--- src/rtl/dm_arbiter_pkg.sv ---
// -----------------------------------------------------------------------------
// dm_arbiter_pkg
// Shared definitions for the data-memory arbiter:
//   - arb_state_t : sequencer state encoding (ARB_IDLE, ARB_RMW_WR)
//   - BE_FULL     : byte-enable pattern of a full-word store
//   - M0 / M1     : master index constants used by the round-robin pointer
// No ports (package).
// -----------------------------------------------------------------------------
package dm_arbiter_pkg;

  typedef enum logic {
    ARB_IDLE   = 1'b0,
    ARB_RMW_WR = 1'b1
  } arb_state_t;

  localparam logic [3:0] BE_FULL = 4'b1111;

  localparam logic M0 = 1'b0;
  localparam logic M1 = 1'b1;

endpackage

--- src/rtl/dm_be_merge.sv ---
// -----------------------------------------------------------------------------
// dm_be_merge
// Combinational byte-lane merge for partial stores: each byte lane takes the
// write data when its enable is set, otherwise keeps the word read from memory.
// Ports:
//   i_be     [3:0]  byte enables, bit n selects lane n (bits 8n+7:8n)
//   i_wd     [31:0] lane-aligned write data
//   i_rd     [31:0] current memory word
//   o_merged [31:0] merged word to be written back
// -----------------------------------------------------------------------------
module dm_be_merge (
  input  logic [3:0]  i_be,
  input  logic [31:0] i_wd,
  input  logic [31:0] i_rd,
  output logic [31:0] o_merged
);

  // Per-lane select between store data and the old memory contents
  always_comb begin
    o_merged = i_rd;
    for (int i = 0; i < 4; i++) begin
      if (i_be[i]) begin
        o_merged[i*8 +: 8] = i_wd[i*8 +: 8];
      end else begin
        o_merged[i*8 +: 8] = i_rd[i*8 +: 8];
      end
    end
  end

endmodule

--- src/rtl/dm_arbiter.sv ---
// -----------------------------------------------------------------------------
// dm_arbiter
// Two-master round-robin arbiter and store sequencer in front of a word-wide
// data memory with a single write enable and combinational read. Full-word
// stores write in the grant cycle; partial stores are done as read (grant
// cycle) then write of the merged word (RMW_WR cycle).
//
// Ports:
//   clk, reset                 rising-edge clock, async active-low reset
//   mN_req/we/be/addr/wd/pc    master N request fields (N = 0: pipeline M-stage,
//                              N = 1: debug/bridge), held until mN_gnt
//   mN_gnt                     one-cycle accept pulse (combinational)
//   mN_rvalid, mN_rdata        registered read response, one cycle after gnt
//   mem_we, mem_addr, mem_wd   memory port, zero whenever not in use
//   mem_rd                     memory read data, combinational from mem_addr
//
// Optional build macro DM_ARB_TRACE_EN: prints one line per memory write
// cycle with the owning PC, word address and full written word.
// -----------------------------------------------------------------------------
module dm_arbiter #(
  parameter int ADDR_W = 32,
  parameter int DATA_W = 32
) (
  input  logic              clk,
  input  logic              reset,
  input  logic              m0_req,
  input  logic              m0_we,
  input  logic [3:0]        m0_be,
  input  logic [ADDR_W-1:0] m0_addr,
  input  logic [DATA_W-1:0] m0_wd,
  input  logic [31:0]       m0_pc,
  output logic              m0_gnt,
  output logic              m0_rvalid,
  output logic [DATA_W-1:0] m0_rdata,
  input  logic              m1_req,
  input  logic              m1_we,
  input  logic [3:0]        m1_be,
  input  logic [ADDR_W-1:0] m1_addr,
  input  logic [DATA_W-1:0] m1_wd,
  input  logic [31:0]       m1_pc,
  output logic              m1_gnt,
  output logic              m1_rvalid,
  output logic [DATA_W-1:0] m1_rdata,
  output logic              mem_we,
  output logic [ADDR_W-1:0] mem_addr,
  output logic [DATA_W-1:0] mem_wd,
  input  logic [DATA_W-1:0] mem_rd
);

  import dm_arbiter_pkg::*;

  arb_state_t        r_state;
  logic              r_last_owner;
  logic [ADDR_W-1:0] r_rmw_addr;
  logic [DATA_W-1:0] r_rmw_data;
  logic              r_m0_rvalid;
  logic              r_m1_rvalid;
  logic [DATA_W-1:0] r_m0_rdata;
  logic [DATA_W-1:0] r_m1_rdata;

  logic              w_any_req;
  logic              w_sel;
  logic              w_we;
  logic [3:0]        w_be;
  logic [ADDR_W-1:0] w_addr;
  logic [ADDR_W-1:0] w_word_addr;
  logic [DATA_W-1:0] w_wd;
  logic              w_full;
  logic              w_partial;
  logic [DATA_W-1:0] w_merged;
  logic              w_unused_lsb;

  // Winner selection: a lone requester wins, a tie goes to the master that
  // did not own the previous grant
  always_comb begin
    w_any_req = m0_req | m1_req;
    if (m0_req && m1_req) begin
      w_sel = ~r_last_owner;
    end else if (m1_req) begin
      w_sel = M1;
    end else begin
      w_sel = M0;
    end
  end

  // Request fields of the current winner
  always_comb begin
    if (w_sel == M1) begin
      w_we   = m1_we;
      w_be   = m1_be;
      w_addr = m1_addr;
      w_wd   = m1_wd;
    end else begin
      w_we   = m0_we;
      w_be   = m0_be;
      w_addr = m0_addr;
      w_wd   = m0_wd;
    end
  end

  assign w_word_addr  = {w_addr[ADDR_W-1:2], 2'b00};
  assign w_full       = w_we & (w_be == BE_FULL);
  assign w_partial    = w_we & (w_be != 4'b0000) & (w_be != BE_FULL);
  assign w_unused_lsb = ^w_addr[1:0];

  dm_be_merge u_merge (
    .i_be     (w_be),
    .i_wd     (w_wd),
    .i_rd     (mem_rd),
    .o_merged (w_merged)
  );

  // Grant and memory port drive; gated by reset so nothing leaks out while
  // reset is asserted, including an RMW write cut short by reset
  always_comb begin
    m0_gnt   = 1'b0;
    m1_gnt   = 1'b0;
    mem_we   = 1'b0;
    mem_addr = {ADDR_W{1'b0}};
    mem_wd   = {DATA_W{1'b0}};
    if (reset) begin
      case (r_state)
        ARB_IDLE: begin
          if (w_any_req) begin
            m0_gnt   = (w_sel == M0);
            m1_gnt   = (w_sel == M1);
            mem_addr = w_word_addr;
            if (w_full) begin
              mem_we = 1'b1;
              mem_wd = w_wd;
            end else begin
              mem_we = 1'b0;
              mem_wd = {DATA_W{1'b0}};
            end
          end else begin
            mem_addr = {ADDR_W{1'b0}};
          end
        end
        ARB_RMW_WR: begin
          mem_we   = 1'b1;
          mem_addr = r_rmw_addr;
          mem_wd   = r_rmw_data;
        end
        default: begin
          mem_we = 1'b0;
        end
      endcase
    end else begin
      mem_we = 1'b0;
    end
  end

  // Sequencer: round-robin pointer, read capture, RMW latch and state
  always_ff @(posedge clk or negedge reset) begin
    if (!reset) begin
      r_state      <= ARB_IDLE;
      r_last_owner <= M1;
      r_rmw_addr   <= {ADDR_W{1'b0}};
      r_rmw_data   <= {DATA_W{1'b0}};
      r_m0_rvalid  <= 1'b0;
      r_m1_rvalid  <= 1'b0;
      r_m0_rdata   <= {DATA_W{1'b0}};
      r_m1_rdata   <= {DATA_W{1'b0}};
    end else begin
      r_m0_rvalid <= 1'b0;
      r_m1_rvalid <= 1'b0;
      case (r_state)
        ARB_IDLE: begin
          if (w_any_req) begin
            r_last_owner <= w_sel;
            if (!w_we) begin
              if (w_sel == M1) begin
                r_m1_rvalid <= 1'b1;
                r_m1_rdata  <= mem_rd;
              end else begin
                r_m0_rvalid <= 1'b1;
                r_m0_rdata  <= mem_rd;
              end
            end else if (w_partial) begin
              r_rmw_addr <= w_word_addr;
              r_rmw_data <= w_merged;
              r_state    <= ARB_RMW_WR;
            end
          end
        end
        ARB_RMW_WR: r_state <= ARB_IDLE;
        default:    r_state <= ARB_IDLE;
      endcase
    end
  end

  assign m0_rvalid = r_m0_rvalid;
  assign m1_rvalid = r_m1_rvalid;
  assign m0_rdata  = r_m0_rdata;
  assign m1_rdata  = r_m1_rdata;

`ifdef DM_ARB_TRACE_EN
  logic [31:0] r_rmw_pc;
  logic [31:0] w_pc;

  assign w_pc = (w_sel == M1) ? m1_pc : m0_pc;

  // PC of the pending RMW, so the write-back line names its owner
  always_ff @(posedge clk or negedge reset) begin
    if (!reset) begin
      r_rmw_pc <= 32'h0000_0000;
    end else if ((r_state == ARB_IDLE) && w_any_req && w_partial) begin
      r_rmw_pc <= w_pc;
    end
  end

  // One trace line per memory write cycle
  always_ff @(posedge clk) begin
    if (mem_we) begin
      $display("@%h: *%h <= %h", (r_state == ARB_RMW_WR) ? r_rmw_pc : w_pc,
               mem_addr, mem_wd);
    end
  end
`else
  logic w_unused_pc;
  assign w_unused_pc = ^{m0_pc, m1_pc};
`endif

endmodule

--- config.mk ---
export PLATFORM = sky130hd
export DESIGN_NAME = dm_arbiter
export DESIGN_NICKNAME = d
export VERILOG_FILES = /design/src/rtl/dm_arbiter_pkg.sv /design/src/rtl/dm_be_merge.sv /design/src/rtl/dm_arbiter.sv
export SDC_FILE = /design/constraint.sdc
export NUM_CORES = 1
export LEC_CHECK = 0
export BUFFER_PORTS_ARGS = -buffer_cell sky130_fd_sc_hd__buf_2
export CORE_AREA = 2 2 142 144
export CTS_CLUSTER_SIZE = 25
export DETAILED_ROUTE_END_ITERATION = 6
export DIE_AREA = 0 0 144 146
export GPL_TIMING_DRIVEN = 1
export PLACE_DENSITY = 0.66
export SYNTH_ARGS = -nofsm -noshare
export SYNTH_HDL_FRONTEND = slang
export SYNTH_SLANG_ARGS = --single-unit
--- constraint.sdc ---
create_clock -name clk -period 3.1 [get_ports clk]
set_clock_uncertainty 0.2 [all_clocks]
set_input_delay 0.465 -clock clk [delete_from_list [all_inputs] [get_ports clk]]
set_output_delay 0.465 -clock clk [all_outputs]
set_load 0.05 [all_outputs]
==> run metrics <==
Avg WL per Cell 15.5 um; Clock Root Buffer clkbuf_16; clock buffer count from CTS 17; Leak 5.01 nW; mux share of post-synthesis cell area 0.256; initial core utilization 0.358; drt pass-1 iters 4; Cell variety after synth 32; layout cells sized above 1 0.433; Post-Syn Area 6930 sq um; Non-Filler Cell Area, Final approximately 9600 sq um; Chip Width approximately 140 um; fin crit period 3050 ps; core footprint 19,300 sq um; Final HPWL DP 14,000 um; GRT Residual Overflow 0; final core occ 0.495; synthesis-to-finish area growth 38.2%; GRT Overall Usage 0.187; Post-Synth Adder-Cell Area 0; Rows roughly 50; worst-margin pin slew 728 ps; Die ar. around 21,000 sq um; Post-Syn Instances between 600 and 700; I/O Pins approximately 370; crit start category flop; clock slew at reported path FFs 60 ps; # nets final 1,206; main combinational cell family by area after synthesis multiplexers; outcome finished with violations; post-synth top area share 0.466; Worst Hold Class input port to asynchronous set/reset pin; first-pass GRT wire length 30,900 um; Final ANT Viol Nets 0; # DRC 0; Synth Register Bits 130; Rel. slew slack 0.515; max cap viols 0; Finished Layout Cells 1,247; warnings from Yosys 0; Req. time, crit path 2430 ps; drt via density 4.64; CTS max path bufs 2; vias in the first global route 5,891; Mean Syn Cell Area 10.2 sq um; DR vias between 5,000 and 6,000; Seq/Total Area, Yosys 0.470; H-tree depth 4; xor and xnor fraction of the mapped netlist area 0; final period utilization 0.984; reg2reg path depth 7; Crit. End Element output port; dominant cell type by area after synthesis dfrtp_1; Die H 146 um; largest net degree at the start of global routing 132; Post-Synth Simple-Gate Area 0.0838; Post-Place Cells 1,212; failing checks hold timing; Peak Freq ~330 MHz; post-place instance area slightly below 9000 sq um; clk sinks 130; crit path kind flop to output port; critical path peak fanout 15; worst skew pair latency roughly 400 ps; final hold viol count 2; Area contributors post-synth dfrtp_1 47%, mux2i_1 18%, o21ai_0 7.1%, nand2_1 6.9%, mux2_4 6.5%; cts hold-fix bufs 0; Filler Cells Inserted 1,832; GPL Wtd Cong 0.794; DRT Wirelength 19,300 um; Max rail drop VDD 0.000347 V; WP data arrival 2390 ps; 1st-iter DRT viols 219; CTS tree yes; final setup violating endpoints 0; post-synthesis compound-gate area fraction 0.114; initial antenna violation count 0; port bufs 300; RSZ-0062 raised after global routing yes; Power per Cell Area between 800 and 900 nW/um^2; pins over their slew limit 0; Hold WS -10.0 ps
## cell type report
type                    count  area, sq um  area share
clock inverters            13          154      0.0161
multi-input cells         439         3230       0.337
diodes                      1         2.50    0.000261
flip-flops and latches    130         3250       0.340
inverters                  64          240      0.0251
clock buffers              19          443      0.0463
repair buffers            316         1920       0.201
well taps                 265          332      0.0346
## power by group
part / switching [W] / total [W] / internal, W / leakage [nW]
clock: 0.000802 / 0.00202 / 0.00122 / 0.278
combinational: 0.00240 / 0.00356 / 0.00116 / 3.16
sequential: 0.000372 / 0.00278 / 0.00240 / 1.57
## synth_stat cells
| master | n |
|---|---|
| a211oi_1 | 1 |
| a21bo_2 | 1 |
| a21boi_2 | 1 |
| a32oi_1 | 1 |
| and2_1 | 2 |
| buf_2 | 3 |
| buf_4 | 9 |
| buf_6 | 10 |
| clkbuf_1 | 24 |
| clkbuf_2 | 1 |
| conb_1 | 1 |
| dfrtp_1 | 129 |
| dfstp_2 | 1 |
| inv_1 | 64 |
| mux2_2 | 7 |
| mux2_4 | 30 |
| mux2i_1 | 124 |
| nand2_1 | 127 |
| nand2b_1 | 1 |
| nand3_1 | 2 |
| nand4_1 | 2 |
| nor2_1 | 2 |
| nor2b_1 | 1 |
| o21a_1 | 1 |
| o21ai_0 | 98 |
| o21ai_1 | 3 |
| o21ai_2 | 27 |
| or2b_1 | 1 |
| or3_1 | 1 |
| or3b_1 | 1 |
| or3b_4 | 1 |
| or4_1 | 2 |
## cell families (layout without fill, tap and decap cells)
| group | count (synthesis) | count (layout) |
|---|---|---|
| AOI/OAI and AO/OA | 133 | 133 |
| muxes | 161 | 161 |
| buffers and inverters | 111 | 412 |
| other | 1 | 3 |
| DFF | 130 | 130 |
| and+or+nand+nor | 143 | 143 |
## per-stage QoR
| stage | setup slack (ps) | total power [W] | TNS (ps) | hold WS (ps) |
|---|---|---|---|---|
| after floorplan | -94.7 | 0.00541 | -189 | -30.6 |
| after global placement | 171 | 0.00622 | 0 | 257 |
| after detailed placement | 152 | 0.00630 | 0 | 264 |
| after CTS | 0.235 | 0.00841 | 0 | 29.0 |
| after global routing | -21.5 | 0.00882 | -223 | 44.8 |
| final | 49.0 | 0.00835 | 0 | -10.0 |
## timing repair
| item | in CTS | in global routing |
|---|---|---|
| setup buffers | 1 | 1 |
| resized for setup | 39 | 34 |
| endpoints found under the setup margin | 32 | 32 |
## path summary, 6_finish.rpt
check                      slack [ps]             end         start
setup / recovery                   50      mem_wd[15]  r_last_owner
hold / removal                    -10  r_rmw_addr[15]         reset
setup reg to reg                  380   r_rmw_data[0]  r_last_owner
hold reg to reg                   270    m0_rdata[13]  m0_rdata[13]
max in group asynchronous        2150  r_rmw_data[18]         reset
min in group clk                  140    m0_rdata[17]    mem_rd[17]
## registers in the layout (all words and copies together) (netlist names)
register	cells
r_rmw_data	32
r_state	1
m1_rvalid	1
r_last_owner	1
m0_rdata	32
m0_rvalid	1
m1_rdata	32
r_rmw_addr	30
## critical path, cell delays in order, from the launching register on
cell and delay (ps):
dfstp_2 570, a21bo_4 150, mux2_4 310, or3b_4 410, buf_12 180, o21ai_2 170
buf_6 180
## per-layer routing
metal | routed length [um] | part of all wire | up-vias | track usage
met5 | 0 | 0 | - | 0
met2 | 9230 | 0.48 | 193 | 0.316
met1 | 8510 | 0.44 | 2704 | 0.237
met3 | 1190 | 0.061 | 27 | 0.0378
li1 | - | - | 2858 | -
met4 | 387 | 0.020 | 0 | 0.0613
## placed cells by master (no fill, tap or decap), drive strengths merged, types with 2 or more instances in the layout
master and instances:
o21ai 128, clkbuf 19, nand4 2, nor2 2
dfrtp 129, bufinv 2, clkinv 4, or4 2
mux2 37, nand3 2, buf 316, clkinvlp 4
mux2i 124, and2 2, nand2 127, conb 2
or3b 2, inv 67
(Power assumes the default switching activity.)
